<file path="src/rtl/instruction_fetch_if.sv">
// Instruction-fetch bundle: instruction-memory request/ack channel plus the
// held-instruction / retire channel towards decode and control.
`timescale 1ns/1ps
interface instruction_fetch_if #(
  parameter int ADDR_WIDTH = 32,
  parameter int DATA_WIDTH = 32
);
  // instruction memory side
  logic [ADDR_WIDTH-1:0] o_imemAddr;
  logic                  o_imemReq;
  logic                  i_imemAck;
  logic [DATA_WIDTH-1:0] i_imemData;
  // decode / controller side
  logic [DATA_WIDTH-1:0] o_inst;
  logic [ADDR_WIDTH-1:0] o_pc;
  logic                  o_instValid;
  logic                  i_instAccept;
  logic [1:0]            i_pcNextSel;
  logic [ADDR_WIDTH-1:0] i_offset;
  logic [ADDR_WIDTH-1:0] i_regRS1;
  logic                  o_trap;
  logic [31:0]           o_instret;

  // fetch unit drives the o_* signals
  modport master (
    output o_imemAddr, o_imemReq, o_inst, o_pc, o_instValid, o_trap, o_instret,
    input  i_imemAck, i_imemData, i_instAccept, i_pcNextSel, i_offset, i_regRS1
  );

  // memory model / downstream stage drive the i_* signals
  modport slave (
    input  o_imemAddr, o_imemReq, o_inst, o_pc, o_instValid, o_trap, o_instret,
    output i_imemAck, i_imemData, i_instAccept, i_pcNextSel, i_offset, i_regRS1
  );
endinterface

</file>
<file path="src/rtl/instruction_fetch.sv">
// Instruction fetch: owns the PC, fetches one word at a time over a req/ack
// handshake, holds it for decode until it retires, then computes the next PC
// from the controller's select. Misaligned targets raise a sticky trap that
// only reset clears. Also counts retired instructions.
`timescale 1ns/1ps
module instruction_fetch #(
  parameter int ADDR_WIDTH = 32,
  parameter int DATA_WIDTH = 32,
  parameter logic [ADDR_WIDTH-1:0] RESET_VECTOR = '0
) (
  input  logic               i_clock,
  input  logic               i_reset,
  instruction_fetch_if.master bus
);

  typedef enum logic [1:0] {
    ST_FETCH = 2'd0,
    ST_HOLD  = 2'd1,
    ST_TRAP  = 2'd2
  } state_t;

  state_t                state;
  logic [ADDR_WIDTH-1:0] pc;
  logic [ADDR_WIDTH-1:0] inst_pc;
  logic [DATA_WIDTH-1:0] inst;
  logic                  req;
  logic                  inst_valid;
  logic                  trap;
  logic [31:0]           instret_cnt;

  logic [ADDR_WIDTH-1:0] target;
  logic                  target_bad;

  // Next-PC selection. The offset arrives already sign-extended, so a plain
  // modulo-2^ADDR_WIDTH add covers backward branches. Indirect jumps drop
  // bit 0 of the sum before the alignment check.
  function automatic logic [ADDR_WIDTH-1:0] next_pc(
    input logic [1:0]            sel,
    input logic [ADDR_WIDTH-1:0] cur_pc,
    input logic [ADDR_WIDTH-1:0] off,
    input logic [ADDR_WIDTH-1:0] rs1
  );
    logic [ADDR_WIDTH-1:0] sum;
    case (sel)
      2'b01:   sum = cur_pc + off;
      2'b10: begin
        sum    = rs1 + off;
        sum[0] = 1'b0;
      end
      default: sum = cur_pc + ADDR_WIDTH'(4);
    endcase
    return sum;
  endfunction

  // Instruction words are 4-byte aligned; any low bit set is a fault.
  function automatic logic is_misaligned(input logic [ADDR_WIDTH-1:0] addr);
    return |addr[1:0];
  endfunction

  // Target of the currently held instruction, evaluated from the retire inputs.
  always_comb begin
    target     = next_pc(bus.i_pcNextSel, inst_pc, bus.i_offset, bus.i_regRS1);
    target_bad = is_misaligned(target);
  end

  // Fetch/hold/trap sequencer with all outputs registered. The request is
  // held low for the first cycle out of reset so an ack coinciding with
  // reset release can never be mistaken for a completed fetch.
  always_ff @(posedge i_clock or negedge i_reset) begin
    if (!i_reset) begin
      state       <= ST_FETCH;
      pc          <= RESET_VECTOR;
      inst_pc     <= RESET_VECTOR;
      inst        <= '0;
      req         <= 1'b0;
      inst_valid  <= 1'b0;
      trap        <= 1'b0;
      instret_cnt <= '0;
    end else begin
      case (state)
        ST_FETCH: begin
          if (!req) begin
            req <= 1'b1;
          end else if (bus.i_imemAck) begin
            inst       <= bus.i_imemData;
            inst_pc    <= pc;
            inst_valid <= 1'b1;
            req        <= 1'b0;
            state      <= ST_HOLD;
          end
        end
        ST_HOLD: begin
          if (bus.i_instAccept) begin
            instret_cnt <= instret_cnt + 32'd1;
            inst_valid  <= 1'b0;
            if (target_bad) begin
              // pc is left at the faulting instruction's address
              trap  <= 1'b1;
              state <= ST_TRAP;
            end else begin
              // next request goes out the cycle after retire
              pc    <= target;
              req   <= 1'b1;
              state <= ST_FETCH;
            end
          end
        end
        ST_TRAP: begin
          req        <= 1'b0;
          inst_valid <= 1'b0;
        end
        default: begin
          req        <= 1'b0;
          inst_valid <= 1'b0;
          state      <= ST_FETCH;
        end
      endcase
    end
  end

  assign bus.o_imemAddr  = pc;
  assign bus.o_imemReq   = req;
  assign bus.o_inst      = inst;
  assign bus.o_pc        = inst_pc;
  assign bus.o_instValid = inst_valid;
  assign bus.o_trap      = trap;
  assign bus.o_instret   = instret_cnt;

endmodule

</file>
<file path="src/flat_wrapper.sv">
// flat-port wrapper written by rule: the top's interface ports become plain ports
module instruction_fetch_flat 
#(
  parameter int ADDR_WIDTH = 32,
  parameter int DATA_WIDTH = 32,
  parameter logic [ADDR_WIDTH-1:0] RESET_VECTOR = '0
)
  (i_clock, i_reset, bus_o_imemAddr, bus_o_imemReq, bus_o_inst, bus_o_pc, bus_o_instValid, bus_o_trap, bus_o_instret, bus_i_imemAck, bus_i_imemData, bus_i_instAccept, bus_i_pcNextSel, bus_i_offset, bus_i_regRS1);
  instruction_fetch_if #(.ADDR_WIDTH(ADDR_WIDTH), .DATA_WIDTH(DATA_WIDTH)) bus_i ();
  input  logic i_clock;
  input  logic i_reset;
  output wire logic [$bits(bus_i.o_imemAddr)-1:0] bus_o_imemAddr;
  output wire logic [$bits(bus_i.o_imemReq)-1:0] bus_o_imemReq;
  output wire logic [$bits(bus_i.o_inst)-1:0] bus_o_inst;
  output wire logic [$bits(bus_i.o_pc)-1:0] bus_o_pc;
  output wire logic [$bits(bus_i.o_instValid)-1:0] bus_o_instValid;
  output wire logic [$bits(bus_i.o_trap)-1:0] bus_o_trap;
  output wire logic [$bits(bus_i.o_instret)-1:0] bus_o_instret;
  input wire logic [$bits(bus_i.i_imemAck)-1:0] bus_i_imemAck;
  input wire logic [$bits(bus_i.i_imemData)-1:0] bus_i_imemData;
  input wire logic [$bits(bus_i.i_instAccept)-1:0] bus_i_instAccept;
  input wire logic [$bits(bus_i.i_pcNextSel)-1:0] bus_i_pcNextSel;
  input wire logic [$bits(bus_i.i_offset)-1:0] bus_i_offset;
  input wire logic [$bits(bus_i.i_regRS1)-1:0] bus_i_regRS1;
  assign bus_o_imemAddr = bus_i.o_imemAddr;
  assign bus_o_imemReq = bus_i.o_imemReq;
  assign bus_o_inst = bus_i.o_inst;
  assign bus_o_pc = bus_i.o_pc;
  assign bus_o_instValid = bus_i.o_instValid;
  assign bus_o_trap = bus_i.o_trap;
  assign bus_o_instret = bus_i.o_instret;
  assign bus_i.i_imemAck = bus_i_imemAck;
  assign bus_i.i_imemData = bus_i_imemData;
  assign bus_i.i_instAccept = bus_i_instAccept;
  assign bus_i.i_pcNextSel = bus_i_pcNextSel;
  assign bus_i.i_offset = bus_i_offset;
  assign bus_i.i_regRS1 = bus_i_regRS1;
  instruction_fetch #(.ADDR_WIDTH(ADDR_WIDTH), .DATA_WIDTH(DATA_WIDTH), .RESET_VECTOR(RESET_VECTOR)) u_core (.i_clock(i_clock), .i_reset(i_reset), .bus(bus_i));
endmodule
</file>
<file path="config.mk">
export PLATFORM = sky130hd
export DESIGN_NAME = instruction_fetch_flat
export DESIGN_NICKNAME = d
export VERILOG_FILES = /design/src/rtl/instruction_fetch_if.sv /design/src/rtl/instruction_fetch.sv /design/src/flat_wrapper.sv
export SDC_FILE = /design/constraint.sdc
export NUM_CORES = 1
export LEC_CHECK = 0
export BUFFER_PORTS_ARGS = -buffer_cell sky130_fd_sc_hd__buf_2
export CORE_UTILIZATION = 40
export CTS_CLUSTER_SIZE = 14
export DETAILED_ROUTE_END_ITERATION = 8
export GPL_TIMING_DRIVEN = 0
export PLACE_DENSITY = 0.63
export SLEW_MARGIN = 10
export SYNTH_ARGS = -nofsm -noshare
export SYNTH_HDL_FRONTEND = slang
export SYNTH_SLANG_ARGS = --single-unit
export TNS_END_PERCENT = 100
</file>
<file path="constraint.sdc">
create_clock -name i_clock -period 3 [get_ports i_clock]
set_input_delay 0.45 -clock i_clock [delete_from_list [all_inputs] [get_ports i_clock]]
set_output_delay 0.45 -clock i_clock [all_outputs]
set_load 0.05 [all_outputs]
</file>
== After elaboration in Yosys (flattened, before gate mapping) ==
Index checks and enable logic that the tools add are counted.
Word-level totals
  flip-flop bits (word level): 133
  input port bits: 102
  output and inout port bits: 131
  logic and storage cells: 46
Cells by class
  add/sub/neg operators: 4
  eq/ne operators: 8
  muxes and demuxes: 15
  bitwise gates (word level): 2
  reductions and logical operators: 9
Operators by type and width (count)
  $add 32x32->32: 2
  $pmux 32 s2: 1
  $add 32x1->32 const B: 1
  $add 32x3->32 const B: 1
  $reduce_and 3->1: 4
  $mux 2: 4
  $mux 1: 7
  $ne 2x2->1 const B: 3
  $pmux 2 s3: 1
  $eq 2x1->1 const B: 2
  $eq 2x2->1 const B: 2
  $pmux 1 s2: 2
  $reduce_and 2->1: 2
  $reduce_and 4->1: 1
  $logic_not 2->1: 1
  $ne 2x1->1 const B: 1
  $not 1->1: 2
  $reduce_or 2->1: 1

== Logic depth before layout (Yosys ltp) ==
  depth after elaboration: 6
  depth in mapped cells: 12
  gate-level depth less buffers: 12

== Worst setup path before layout ==
Ideal clock, no wire load.
  path kind: register to register
  start point: register u_core.inst_pc[14] (netlist: u_core.bus.o_pc[14])
  end point: register u_core.pc[29] (netlist: u_core.bus.o_imemAddr[29])
  setup time: 78 ps
  arrival time: 2927 ps
  slack: -4 ps
  cell stages (with the launch flop): 11
  path buffers: 0
  period minus slack after synthesis: 3004 ps
  cell sequence: dfrtp_1 ha_1 a21o_1 a21oi_1 o221ai_1 a221o_1 a31oi_1 o21ai_1 a221oi_1 mux2_2 a21oi_1
Between the ends
  longest elaborated chain between the ends: 2
  elaborated cells on any way between the ends: 3
  those cells by class: 2 x add/sub; 1 x mux
RTL lines
  from (decl): RTL line instruction_fetch.sv:24  | logic [ADDR_WIDTH-1:0] inst_pc;
  from (signal assigned): RTL line instruction_fetch.sv:86  | inst_pc <= pc;
  $add 32x3->32 or $add 32x32->32 (tied branches): RTL line instruction_fetch.sv:50, instruction_fetch.sv:45
  $pmux 32 s2 (*): RTL line instruction_fetch.sv:44  | case (sel)
  to (signal assigned): RTL line instruction_fetch.sv:102  | pc <= target;
  to (decl): RTL line instruction_fetch.sv:23  | logic [ADDR_WIDTH-1:0] pc;
Every way passes the cells marked *; elsewhere a longest branch is shown, timed or not.
A chain may end at the register's enable or synchronous reset.

== Worst setup path in the final report ==
  start point: register u_core.inst_pc[9] (netlist: u_core.bus.o_pc[9])
  end point: register u_core.pc[29] (netlist: u_core.bus.o_imemAddr[29])
The elaborated chain is that of the path after synthesis.

==> results_dict.tcl <==
set metrics [dict create \
    synth_top_area_share_pct 35.8 \
    portBuffers 232 \
    cp.arrival_ns 3.32 \
    ys_seq_area_share_pct 35.8 \
    synth-edff-count 0 \
    cts.sink_count 133 \
    layout_common_cells "buf_2, dfrtp_1, nand2_1" \
    async_flop_share_pct 100 \
    grtUsageTotal_pct 24.0 \
    fin_worst_skew_ns 0.00827 \
    drive_above_1_share_pct 33.4 \
    dieWidth_um 154 \
    syn_area_um2 9300 \
    fin_crit_ns 2.97 \
    setup-tns-final_ns 0 \
    drt-total-wl_um 28600 \
    clk_pin_slew_worst_paths_ns 0.06 \
    grt_pass1_vias 8336 \
    syn_inst 988 \
    seq_area_um2 3340 \
    multi_input_area_um2 6050 \
    final_hold_viol_count 0 \
    vias 8688 \
    antenna_found_initial 0 \
    coreArea_um2 22700 \
    dp_hpwl_um 21800 \
    clk_latency_ns 0.41 \
    ys_seq_elements 133 \
    final_net_count 1423 \
    start_util_pct 40.9 \
    max_freq_ghz 0.336 \
    cap_violations 0 \
    avgSynthCellArea_um2 9.41 \
    synth_warnings 0 \
    design_area_um2 11900 \
    io_pins 233 \
    synthFlopType "dfrtp_1" \
    hold_class "primary input to register" \
    diodes 0 \
    critPathRequiredTime_ns 3.35 \
    nFillCells 2193 \
    syn_to_final_growth_pct 28.3 \
    tightest_slew_ns 0.783 \
    p_per_area_nw_per_um2 394 \
    grt_max_degree 85 \
    crit_chain "ha_1, clkbuf_4, nand4_1, nor4_4, nor3_2, o211ai_1, a31oi_2, o21ai_2, a221oi_2, mux2_2, a21oi_2" \
    drtAntennaViolNets 0 \
    fin_total_pwr_mw 4.69 \
    std_cell_rows 55 \
    holdWs_ns 0.263 \
    die_h_um 154 \
    final_common_cell "buf_2" \
    cts_buffer_depth 2 \
    cts_tree "built" \
    finalSetupViolCount 0 \
    die_area_um2 23900 \
    grt_pass1_wl_um 44800 \
    crit_type "register to register" \
    yosysUniqueCellTypes 66 \
    synth_area_leaders "dfrtp_1, ha_1, mux2_2" \
    gp_congestion 0.926 \
    cp-end-kind "register" \
    vias_per_cell 5.60 \
    root_buffer "clkbuf_16" \
    wl_per_cell_um 18.5 \
    cpMaxStageDelayCell "dfrtp_2" \
    slew_headroom_pct 47.4 \
    htree_levels 4 \
    cp-start-kind "register" \
    drv_slew 0 \
    grt_overflow_total 0 \
    irDropWorstVdd_mv 0.322 \
    p_leak_nw 5.99 \
    route.detailed.drc 0 \
    dpl-instance-area_um2 10900 \
    syn-num-nets 1157 \
    worst-path-max-fanout 8 \
    firstDrtPassIters 5 \
    critPathMaxStageDelay_ns 0.45 \
    fin_crit_sh_pct 99.1 \
    status "finished, final reports clean" \
    initialDrtViolationCount 535 \
    cts_buffers 17 \
    synth_top_cell_by_area "dfrtp_1" \
]
## stage by stage
step / util (%) / setup WS [ns] / cells
after floorplan: - / 0.00434 / 988
after global placement: 47.6 / -0.771 / 1505
after detailed placement: 47.8 / -0.820 / 1506
after CTS: 51.1 / -0.0344 / 1540
after global routing: 52.5 / -0.0769 / 1552
final: 52.5 / 0.0265 / 1552
## cell type report
cell class                      count  share of cell area, %
Buffer                             36                   1.30
Tap cell                          285                   2.99
Sequential cell                   133                   28.0
Clock buffer                       18                   3.68
Clock inverter                     14                   1.48
Timing Repair Buffer              249                   11.0
Inverter                           25                  0.787
Multi-Input combinational cell    792                   50.7
## path summary, 6_finish.rpt
check / start / end / slack, ns / cells after the start
min reg2reg: u_core.bus.o_instret[31] / u_core.bus.o_instret[31] / 0.46 / 1
max: u_core.bus.o_pc[9] / u_core.bus.o_imemAddr[29] / 0.03 / 11
max in group asynchronous: i_reset / u_core.bus.o_inst[0] / 1.66 / 3
min in group asynchronous: i_reset / u_core.bus.o_imemAddr[26] / 0.53 / 2
min: bus_i_imemData[13] / u_core.bus.o_inst[13] / 0.26 / 2
max reg2reg: u_core.bus.o_pc[9] / u_core.bus.o_imemAddr[29] / 0.03 / 11
## routing by layer
layer	up-vias	part of all wire (%)	global-route usage, %
met2	322	47	39.2
met1	4148	45	32.4
met5	-	0	0
met4	0	1.9	6.84
met3	42	6.2	4.62
li1	4176	-	-
## report_power, final
part           switching (mW)  total [mW]  internal (mW)
logic                   0.451       0.737          0.286
registers                   0        1.79           1.79
clock network           0.826        2.16           1.34
## what timing repair did
action | in CTS | in global routing
hold buffers | 1 | 0
pin swaps | 6 | 22
gates cloned | 0 | 0
setup endpoints to repair | 23 | 22
endpoints found under the hold margin | 49 | 0
resized for setup | 29 | 45
buffers inserted | 2 | 13
## worst max-delay path: cells and delay by family (launching register included)
| family | cells | cell delay (ns) |
|---|---|---|
| multiplexers | 1 | 0.38 |
| adder cells (fa/ha/maj) | 1 | 0.28 |
| flip-flops | 1 | 0.45 |
| AO/OA/AOI/OAI | 5 | 1.10 |
| AND/OR/NAND/NOR | 3 | 0.51 |
| buffers and inverters | 1 | 0.17 |
## state kept, by name, summed over array words and instances, names as in the netlist
signal / cells
u_core.bus.o_inst: 32
u_core.bus.o_instret: 32
u_core.state: 2
u_core.bus.o_instValid: 1
u_core.bus.o_trap: 1
u_core.bus.o_pc: 32
u_core.bus.o_imemAddr: 32
u_core.bus.o_imemReq: 1
## synthesized netlist by cell type, drive strengths merged (6+ instances only)
library cell / n
o21ai: 49
nor2: 54
and4: 7
a22oi: 6
nand4: 20
ha: 65
mux2: 65
a21oi: 72
xnor2: 69
inv: 25
nand2b: 12
a211oi: 15
a221oi: 16
nor3: 12
dfrtp: 133
o211ai: 8
o221ai: 7
o22ai: 14
a21o: 28
and2: 8
nand3: 38
a31oi: 11
clkbuf: 31
nor2b: 12
and3: 16
nand2: 86
buf: 7
xor2: 38
## cells by family after synthesis
family          share of synthesized area, %
simple gates                            15.4
flops                                   35.8
xor+xnor                                10.1
compound gates                          18.8
buf+inv                                 2.64
mux                                     8.09
fa+ha+maj                               9.18
No activity file was read; power rests on OpenSTA's default activity.
